==> src/rtl/apb_reg_slave.sv <==
// APB3 completer holding NUM_REGS byte-strobed data registers and a sticky
// STATUS register (EVT/ERR, W1C) that drives a level interrupt.
module apb_reg_slave #(
   parameter logic [31:0] BASE_ADDR   = 32'h10,
   parameter int          NUM_REGS    = 4,
   parameter int          WAIT_STATES = 0
) (
   input  logic        aclk,
   input  logic        areset,
   input  logic        PSEL,
   input  logic        PENABLE,
   input  logic        PWRITE,
   input  logic [31:0] PADDR,
   input  logic [31:0] PWDATA,
   input  logic [3:0]  PSTRB,
   output logic [31:0] PRDATA,
   output logic        PREADY,
   output logic        PSLVERR,
   input  logic        event_in,
   output logic        irq,
   output logic        o_dbg_state
);

   // Handshake: a transfer is offered by PSEL=1,PENABLE=0 (setup) and held
   // with PENABLE=1; it completes in the single cycle where PREADY=1, and
   // PRDATA/PSLVERR are meaningful only in that cycle (0 otherwise).
   typedef enum logic {
      ST_IDLE   = 1'b0,
      ST_ACCESS = 1'b1
   } state_t;

   state_t       r_state;
   state_t       w_state_nxt;
   logic [3:0]   r_cnt;
   logic [3:0]   w_cnt_nxt;

   logic [31:0]  r_data [NUM_REGS];
   logic [1:0]   r_status;

   logic [29:0]  w_word;
   logic         w_below;
   logic         w_above;
   logic         w_misal;
   logic         w_bad;
   logic         w_is_status;
   logic         w_complete;
   logic         w_wr_ok;
   logic [1:0]   w_clr;
   logic [1:0]   w_set;
   logic [31:0]  w_rdata;

   // Word index relative to data register 0; STATUS is word NUM_REGS.
   assign w_word      = PADDR[31:2] - BASE_ADDR[31:2];
   assign w_below     = (PADDR < BASE_ADDR);
   assign w_above     = (w_word > 30'(NUM_REGS));
   assign w_misal     = |PADDR[1:0];
   assign w_bad       = w_below | w_above | w_misal;
   assign w_is_status = (w_word == 30'(NUM_REGS));

   always_ff @(posedge aclk) begin
      if (areset) begin
         r_state <= ST_IDLE;
         r_cnt   <= '0;
      end else begin
         r_state <= w_state_nxt;
         r_cnt   <= w_cnt_nxt;
      end
   end

   always_comb begin
      w_state_nxt = r_state;
      w_cnt_nxt   = r_cnt;
      case (r_state)
         ST_IDLE: begin
            if (PSEL && !PENABLE) begin
               w_state_nxt = ST_ACCESS;
               w_cnt_nxt   = 4'(WAIT_STATES);
            end
         end
         ST_ACCESS: begin
            // Dropping PSEL mid-access abandons the transfer silently.
            if (!PSEL) begin
               w_state_nxt = ST_IDLE;
               w_cnt_nxt   = '0;
            end else if (r_cnt != 4'd0) begin
               w_cnt_nxt = r_cnt - 4'd1;
            end else begin
               w_state_nxt = ST_IDLE;
            end
         end
         default: begin
            w_state_nxt = ST_IDLE;
            w_cnt_nxt   = '0;
         end
      endcase
   end

   assign w_complete = (r_state == ST_ACCESS) && PSEL && (r_cnt == 4'd0);
   assign w_wr_ok    = w_complete && PWRITE && !w_bad;

   always_ff @(posedge aclk) begin
      if (areset) begin
         for (int k = 0; k < NUM_REGS; k++) begin
            r_data[k] <= '0;
         end
      end else if (w_wr_ok) begin
         for (int k = 0; k < NUM_REGS; k++) begin
            for (int b = 0; b < 4; b++) begin
               if ((w_word == 30'(k)) && PSTRB[b]) begin
                  r_data[k][8*b +: 8] <= PWDATA[8*b +: 8];
               end
            end
         end
      end
   end

   // Sets are ORed in after the clear so a coincident event or error wins.
   assign w_clr = (w_wr_ok && w_is_status && PSTRB[0]) ? PWDATA[1:0] : 2'b00;
   assign w_set = {w_complete && w_bad, event_in};

   always_ff @(posedge aclk) begin
      if (areset) begin
         r_status <= '0;
      end else begin
         r_status <= (r_status & ~w_clr) | w_set;
      end
   end

   always_comb begin
      w_rdata = '0;
      if (w_is_status) begin
         w_rdata = {30'b0, r_status};
      end else begin
         for (int k = 0; k < NUM_REGS; k++) begin
            if (w_word == 30'(k)) begin
               w_rdata = r_data[k];
            end
         end
      end
   end

   assign PREADY      = w_complete;
   assign PSLVERR     = w_complete && w_bad;
   assign PRDATA      = (w_complete && !PWRITE && !w_bad) ? w_rdata : '0;
   assign irq         = |r_status;
   assign o_dbg_state = r_state;

endmodule

==> config.mk <==
export PLATFORM = sky130hd
export DESIGN_NAME = apb_reg_slave
export DESIGN_NICKNAME = d
export VERILOG_FILES = /design/src/rtl/apb_reg_slave.sv
export SDC_FILE = /design/constraint.sdc
export NUM_CORES = 1
export LEC_CHECK = 0
export BUFFER_PORTS_ARGS = -buffer_cell sky130_fd_sc_hd__buf_2
export CAP_MARGIN = 20
export CORE_UTILIZATION = 35
export CTS_CLUSTER_DIAMETER = 40
export DETAILED_ROUTE_END_ITERATION = 6
export SETUP_SLACK_MARGIN = 0.02
export SLEW_MARGIN = 20
export SYNTH_ARGS = -nofsm -noshare
export SYNTH_HDL_FRONTEND = slang
export SYNTH_SLANG_ARGS = --single-unit
==> constraint.sdc <==
create_clock -name aclk -period 3.95 [get_ports aclk]
set_input_delay 0.395 -clock aclk [delete_from_list [all_inputs] [get_ports aclk]]
set_output_delay 0.395 -clock aclk [all_outputs]
set_load 0.005 [all_outputs]
==> impl_metrics.yaml, run 1 <==
final_layout:
  area_growth_pct: 20.5
  final_nets: 739
  diodes: 0
  layout-drive-gt1-share_pct: 31.5
  fin_util_pct: 43.6
floorplan:
  start_util_pct: 36.2
  row_count: 50
  fp.dieW_um: 142
  die_height_um: 142
  core-area_sq_mm: 0.0190
  dieArea_sq_mm: 0.0202
  io_pins: 110
synthesis:
  syn-cell-area_sq_mm: 0.00688
  synth_edf_count: 128
  syn_nets: 640
  synthArstFlopShare_pct: 0
  yosysSeqAreaShare_pct: 57.9
  ys_warn_count: 0
  ys.flop_type: "edfxtp_1"
  synth_cell_types: 49
  postSynthAreaPerCell_sq_um: 12.2
  ys_ff_latch: 135
  synth_cells: 565
run_status:
  status: "completed"
min_path:
  whs_endpoint: "r_status[0]$_SDFF_PP0_"
  hp-class: "primary input to register"
  min_from: "PWDATA[0]"
  holdPathStages: 2
placement:
  dpl.hpwl_mm: 11.8
  portBuffers: 109
  place_congestion: 0.916
sta:
  rsz0062_at_grt: "no"
  period_needed_ns: 3.47
  setup_viol: 0
  hold_violations: 0
  clock_skew_ns: 0.00517
  setup_tns_ns: 0
  slew-limit-headroom_pct: 37.2
  slew_violations: 0
  worst_slew_pin_slew_ns: 0.936
  finalCritPeriodShare_pct: 88.0
  fmax_mhz: 288
clock_tree:
  post_cts_buffers: 0
  cts_buffers: 17
  cts_hold_buffers: 0
  htree_levels: 4
  cts_tree: "built"
  insertion_delay_ns: 0.41
  clockBufferDepth: 2
  clk_pin_slew_worst_paths_ns: 0.06
  cts_resized: 0
  cts_sinks: 135
  root_buffer: "clkbuf_16"
global_route:
  grt_max_degree: 51
  gr-total-overflow: 0
  antenna_found_initial: 0
  grt_usage_pct: 17.6
  grt_pass1_vias: 5146
  grt_pass1_wl_mm: 27.0
routing:
  remaining_drc_errors: 0
  drtIter0Drc: 301
  drt-total-wl_mm: 17.2
  num_vias: 5217
  drt_pass1_iterations: 5
  viasPerCell: 5.57
  wl_per_cell_um: 18.3
  ant_nets: 0
critical_path:
  critPathSlowestCell: "o21ai_1"
  max_stage_delay_ns: 0.74
  cp.required_ns: 3.99
  crit_family: "simple AND/OR/NAND/NOR gates"
  path_cells: "inv_1 -> ha_1 -> or3b_2 -> or2_2 -> inv_1 -> nand3_1 -> nor2_1 -> nand4b_1 -> buf_4 -> buf_4 -> o21ai_1"
  critical_path_arrival_ns: 3.51
  cp-end-kind: "register"
  r2r-end: "r_data[1][4]$_SDFFCE_PN0P_"
  critPathMaxFanout: 17
  ff2ff_path_depth: 11
  path_buf_inv: 4
  startpoint_type: "register"
  r2r_start: "r_cnt[0]$_SDFFE_PP0P_"
  reg2reg_slack_ns: 0.48
  worstSetupPathType: "register to register"
pwr:
  leakagePower_nw: 2.79
  report.power.total_w: 0.00334
  power.density_mw_per_mm2: 403
  peakVddDrop_v: 0.000289
run:
  maxCapViolations: 0
==> where the power goes <==
| part | total, W | internal, W | switching, W |
|---|---|---|---|
| logic | 0.000293 | 0.000118 | 0.000175 |
| clock network | 0.00141 | 0.000846 | 0.000562 |
| registers | 0.00164 | 0.00162 | 0.0000191 |
==> metrics by stage <==
| stage | setup WS, ns | area [sq um] | hold slack (ns) | instances |
|---|---|---|---|---|
| detailed placement | 0.111 | 7730 | 0.495 | 905 |
| finish | 0.476 | 8290 | 0.222 | 937 |
| global placement | 0.0830 | 7720 | 0.477 | 905 |
| global route | 0.219 | 8290 | 0.225 | 937 |
| CTS | 0.378 | 8260 | 0.210 | 937 |
| floorplan | 0.835 | 6880 | 0.449 | 565 |
==> cell families after synthesis <==
group	Yosys count	synth area share (%)
AOI/OAI and AO/OA	37	3.89
and+or+nand+nor	294	23.4
xor gates and xnor gates	3	0.382
muxes	32	10.5
DFF	135	57.9
buffers and inverters	63	3.80
adders and majority gates	1	0.182
==> worst max-delay path by stage <==
stage / from / endpoint / slack, ns / cells after the start
floorplan: PADDR[17] / r_data[1][16]$_SDFFCE_PN0P_ / 0.84 / 8
global placement: PADDR[9] / r_data[2][24]$_SDFFCE_PN0P_ / 0.08 / 8
finish: r_cnt[0]$_SDFFE_PP0P_ / r_data[1][4]$_SDFFCE_PN0P_ / 0.48 / 11
CTS: r_cnt[0]$_SDFFE_PP0P_ / r_data[3][23]$_SDFFCE_PN0P_ / 0.38 / 10
global route: r_cnt[0]$_SDFFE_PP0P_ / PRDATA[28] / 0.22 / 9
detailed placement: PADDR[9] / r_data[3][21]$_SDFFCE_PN0P_ / 0.11 / 8
==> cells in the final DEF, fill, tap and decap left out, types with 5 or more instances in the layout <==
| master | instances |
|---|---|
| nor2_1 | 13 |
| nand2_1 | 63 |
| buf_4 | 23 |
| buf_2 | 109 |
| nor2b_1 | 32 |
| clkinv_2 | 8 |
| dfxtp_1 | 7 |
| clkbuf_16 | 17 |
| o31ai_2 | 9 |
| nand3_1 | 5 |
| nor3_1 | 63 |
| edfxtp_1 | 128 |
| inv_1 | 6 |
| nor4_1 | 81 |
| mux4_2 | 32 |
| clkinv_1 | 6 |
==> synth_stat cells, types with 2 or more instances <==
cell | n | area (sq um)
a21oi_1 | 4 | 20.0
and2_1 | 2 | 12.5
and3_1 | 4 | 25.0
buf_1 | 6 | 22.5
buf_2 | 14 | 70.1
buf_4 | 2 | 15.0
clkbuf_1 | 31 | 116
clkinv_1 | 3 | 11.3
dfxtp_1 | 7 | 140
edfxtp_1 | 128 | 3840
inv_1 | 6 | 22.5
mux4_2 | 32 | 721
nand2_1 | 63 | 236
nand2b_1 | 3 | 18.8
nand3_1 | 5 | 25.0
nand3b_1 | 2 | 15.0
nand4_1 | 2 | 12.5
nand4b_1 | 4 | 35.0
nor2_1 | 14 | 52.6
nor2b_1 | 32 | 200
nor3_1 | 63 | 315
nor4_1 | 81 | 507
nor4b_1 | 2 | 17.5
o21ai_0 | 4 | 20.0
o21ai_1 | 4 | 20.0
o2bb2ai_1 | 2 | 17.5
o31ai_1 | 13 | 97.6
o32ai_1 | 2 | 17.5
or2_0 | 2 | 12.5
or2_2 | 4 | 25.0
or4_1 | 2 | 15.0
or4b_1 | 2 | 20.0
or4b_2 | 2 | 20.0
xnor2_1 | 3 | 26.3
==> state kept, by name, indices dropped and copies added, names as in the netlist <==
| signal | count |
|---|---|
| o_dbg_state | 1 |
| r_data | 128 |
| r_status | 2 |
| r_cnt | 4 |
==> per-layer routing <==
layer	vias to the layer above	share of wire, %	global-route usage [%]	wire length (um)
met5	-	0	0	0
met4	0	1.6	7.02	282
met3	22	6.2	3.30	1070
met2	210	48	28.3	8270
met1	2545	44	23.4	7550
li1	2440	-	-	-
==> final cells by class <==
class | instances | area (sq um)
clock buffer | 19 | 433
sequential | 135 | 3980
clock inverter | 13 | 88.8
fill | 1815 | 10700
multi-input combinational | 367 | 2680
timing repair buffer | 133 | 738
inverter | 10 | 37.5
tap | 260 | 325
Note: power is estimated with default switching activity, not from simulation.
==> inputs of run 2 (changes only) <==
--- a/config.mk
+++ b/config.mk
@@ -5,12 +5,13 @@
 export SDC_FILE = /design/constraint.sdc
 export NUM_CORES = 1
 export LEC_CHECK = 0
+export ABC_AREA = 1
 export BUFFER_PORTS_ARGS = -buffer_cell sky130_fd_sc_hd__buf_2
 export CAP_MARGIN = 20
 export CORE_UTILIZATION = 35
 export CTS_CLUSTER_DIAMETER = 40
 export DETAILED_ROUTE_END_ITERATION = 6
-export SETUP_SLACK_MARGIN = 0.02
+export SETUP_SLACK_MARGIN = 0.1
 export SLEW_MARGIN = 20
 export SYNTH_ARGS = -nofsm -noshare
 export SYNTH_HDL_FRONTEND = slang
==> impl_metrics.yaml, run 2 <==
run_status:
  status: "completed"
placement:
  place_congestion: 0.890
  portBuffers: 109
  dp.cells: 1377
  dpl_cell_area_sq_mm: 0.00914
  dpl.hpwl_mm: 15.3
pwr:
  swShare_pct: 22.2
  combPwrFrac_pct: 7.7
  p_int_w: 0.00262
  power.density_mw_per_mm2: 348
  power_frac_seq_pct: 49.1
  leakagePower_nw: 4.20
  report.power.total_w: 0.00337
  peakVddDrop_v: 0.000313
  p_switching_w: 0.000750
  pwr-share-clk_pct: 43.2
critical_path:
  cp.required_ns: 3.56
  crit_path_frequent_cell: "nand2_1"
  critical_path_arrival_ns: 3.08
  max_stage_delay_ns: 0.31
  crit_family: "simple AND/OR/NAND/NOR gates"
  path_buf_inv: 3
  startpoint_type: "primary input"
  critPathMaxFanout: 21
  cp-end-kind: "primary output"
  reg2reg_slack_ns: 1.17
  worstSetupPathType: "primary input to primary output"
  path_cells: "buf_2 -> nor2_2 -> nand2_1 -> nor2_2 -> nand4_1 -> nand2_1 -> nand2_1 -> nor2_2 -> nand3_2 -> nor3_4 -> nand4_4 -> buf_4 -> nand3_1 -> nand2_1 -> a21oi_1 -> buf_2"
  critPathSlowestCell: "nor3_4"
final_layout:
  largest_reg_flops: 128
  n_fill_cell: 2234
  final_nets: 1189
  reg.largest.list: "r_data x128, r_cnt x4, r_status x2"
  largest-register: "r_data"
  fin_area_sq_mm: 0.00970
  layout-drive-gt1-share_pct: 18.8
  fin_util_pct: 42.8
  final_cell_mix: "218 x nor2_1, 158 x nand2_1, 146 x inv_1"
  diodes: 0
  final_common_cell: "nor2_1"
  area_growth_pct: 19.7
  final_cell_count_no_fill: 1409
global_route:
  grt_usage_pct: 19.6
  gr-total-overflow: 0
  grt_pass1_wl_mm: 36.0
  grt_pass1_vias: 6906
  antenna_found_initial: 0
  grt_max_degree: 66
floorplan:
  dieArea_sq_mm: 0.0238
  die_height_um: 154
  io_pins: 110
  core-area_sq_mm: 0.0226
  row_count: 55
  start_util_pct: 35.8
  fp.dieW_um: 154
clock_tree:
  cts_tree: "built"
  insertion_delay_ns: 0.42
  root_buffer: "clkbuf_16"
  cts_buffers: 17
  cts_sinks: 135
  cts_hold_buffers: 0
  htree_levels: 4
  clk_pin_slew_worst_paths_ns: 0.06
  clockBufferDepth: 2
synthesis:
  syn-cell-area_sq_mm: 0.00810
  synth.most_common_cell: "nor2_1"
  synth_commonest_cells: "222 x nor2_1, 158 x nand2_1, 147 x inv_1"
  synth.top_cell.area_share_pct: 47.5
  synthArstFlopShare_pct: 0
  ys_warn_count: 0
  ys.flop_type: "edfxtp_1"
  synthTopCellsByArea: "edfxtp_1 47%, nor2_1 10%, nand2_1 7.3%, inv_1 6.8%, nand3_1 6.0%"
  synth_edf_count: 128
  synth_top_area_cell: "edfxtp_1"
  postSynthAreaPerCell_sq_um: 8.20
  synth_cells: 988
  syn_nets: 1063
  yosysSeqAreaShare_pct: 49.2
  ys_ff_latch: 135
  synth_cell_types: 35
routing:
  drt_pass1_iterations: 6
  ant_nets: 0
  num_vias: 7168
  wl_per_cell_um: 15.8
  drt-total-wl_mm: 22.2
  remaining_drc_errors: 0
  drtIter0Drc: 605
  viasPerCell: 5.09
min_path:
  hp-class: "primary input to register"
sta:
  hold_violations: 0
  fmax_mhz: 288
  slew-limit-headroom_pct: 37.5
  period_needed_ns: 3.47
  clock_skew_ns: 0.00994
  rsz0062_at_grt: "no"
  setup_viol: 0
  slew_violations: 0
  setup_tns_ns: 0
  worst_slew_pin_slew_ns: 0.936
  finalCritPeriodShare_pct: 87.9
run:
  maxCapViolations: 0
## run 2: cell types whose count changed in the layout (fill, tap and decap cells not counted), sizes merged, moves of 13 or more
cell / before / now
nor4: 81 / 1
o31ai: 13 / 0
o21ai: 8 / 22
nor2b: 32 / 0
buf: 133 / 147
nor3: 63 / 5
mux4: 32 / 0
a21oi: 4 / 40
inv: 7 / 150
nand2: 63 / 159
o211ai: 1 / 28
nand4: 2 / 61
nor2: 14 / 234
nand3: 5 / 98
## run 2: path summary, 6_finish.rpt
check                                            start                     endpoint  depth (start not counted)
worst max register to register   r_cnt[0]$_SDFFE_PP0P_  r_data[2][26]$_SDFFCE_PN0P_                         11
worst max-delay path                         PADDR[11]                    PRDATA[7]                         16
worst min-delay path                            areset       r_status[0]$_SDFF_PP0_                          2
worst min register to register  r_status[0]$_SDFF_PP0_       r_status[0]$_SDFF_PP0_                          2
## run 2: area by class of cell
| class | instances | area [sq um] | area share, % |
|---|---|---|---|
| Multi-Input combinational cell | 660 | 3370 | 34.8 |
| Clock inverter | 8 | 83.8 | 0.865 |
| Timing Repair Buffer | 147 | 881 | 9.09 |
| Sequential cell | 135 | 3980 | 41.1 |
| Clock buffer | 21 | 440 | 4.54 |
| Inverter | 153 | 576 | 5.94 |
| Tap cell | 285 | 357 | 3.68 |
## run 2: stage by stage
step                hold slack [ns]  setup slack (ns)
floorplan                     0.438             0.774
global placement              0.456             0.305
CTS                           0.197             0.340
detailed placement            0.466             0.357
global route                  0.191             0.163
finish                        0.202             0.476
## run 2: worst register-to-register path, stage by stage (launching register included)
cell,delay (ns)
dfxtp_1,0.31
inv_1,0.09
ha_1,0.18
inv_1,0.05
nor3_1,0.13
inv_1,0.07
nor2_1,0.28
nand3_1,0.26
nor2_4,0.42
nand2_1,0.20
o21ai_0,0.27
buf_4,0.22
## run 2: power groups by stage
stage | clock network (W) | registers (W) | logic [W]
after global routing | 0.00153 | 0.00166 | 0.000292
after floorplan | 0 | 0.00168 | 0.000139
final | 0.00146 | 0.00166 | 0.000259
after CTS | 0.00147 | 0.00166 | 0.000260
after detailed placement | 0 | 0.00169 | 0.000259
after global placement | 0 | 0.00168 | 0.000258
## run 2: metal layers
layer	vias to the layer above	global-route usage (%)	part of all wire (%)
li1	3539	-	-
met1	3376	24.9	44
met2	219	33.0	48
met3	34	3.64	5.5
met4	0	7.62	2.5
met5	-	0	0
## run 2: cell families (layout without fill, tap and decap cells)
logic type      count (synthesis)  in the layout  share of synthesized area (%)
compound gates                 91             91                           6.52
xor+xnor                        2              2                          0.216
fa+ha+maj                       1              1                          0.154
buf+inv                       193            329                           9.58
flops                         135            135                           49.2
simple gates                  566            566                           34.4
## run 2: repair_timing
item,CTS,global route
gates resized for setup,0,1
buffers inserted,0,3
endpoints found under the setup margin,0,25
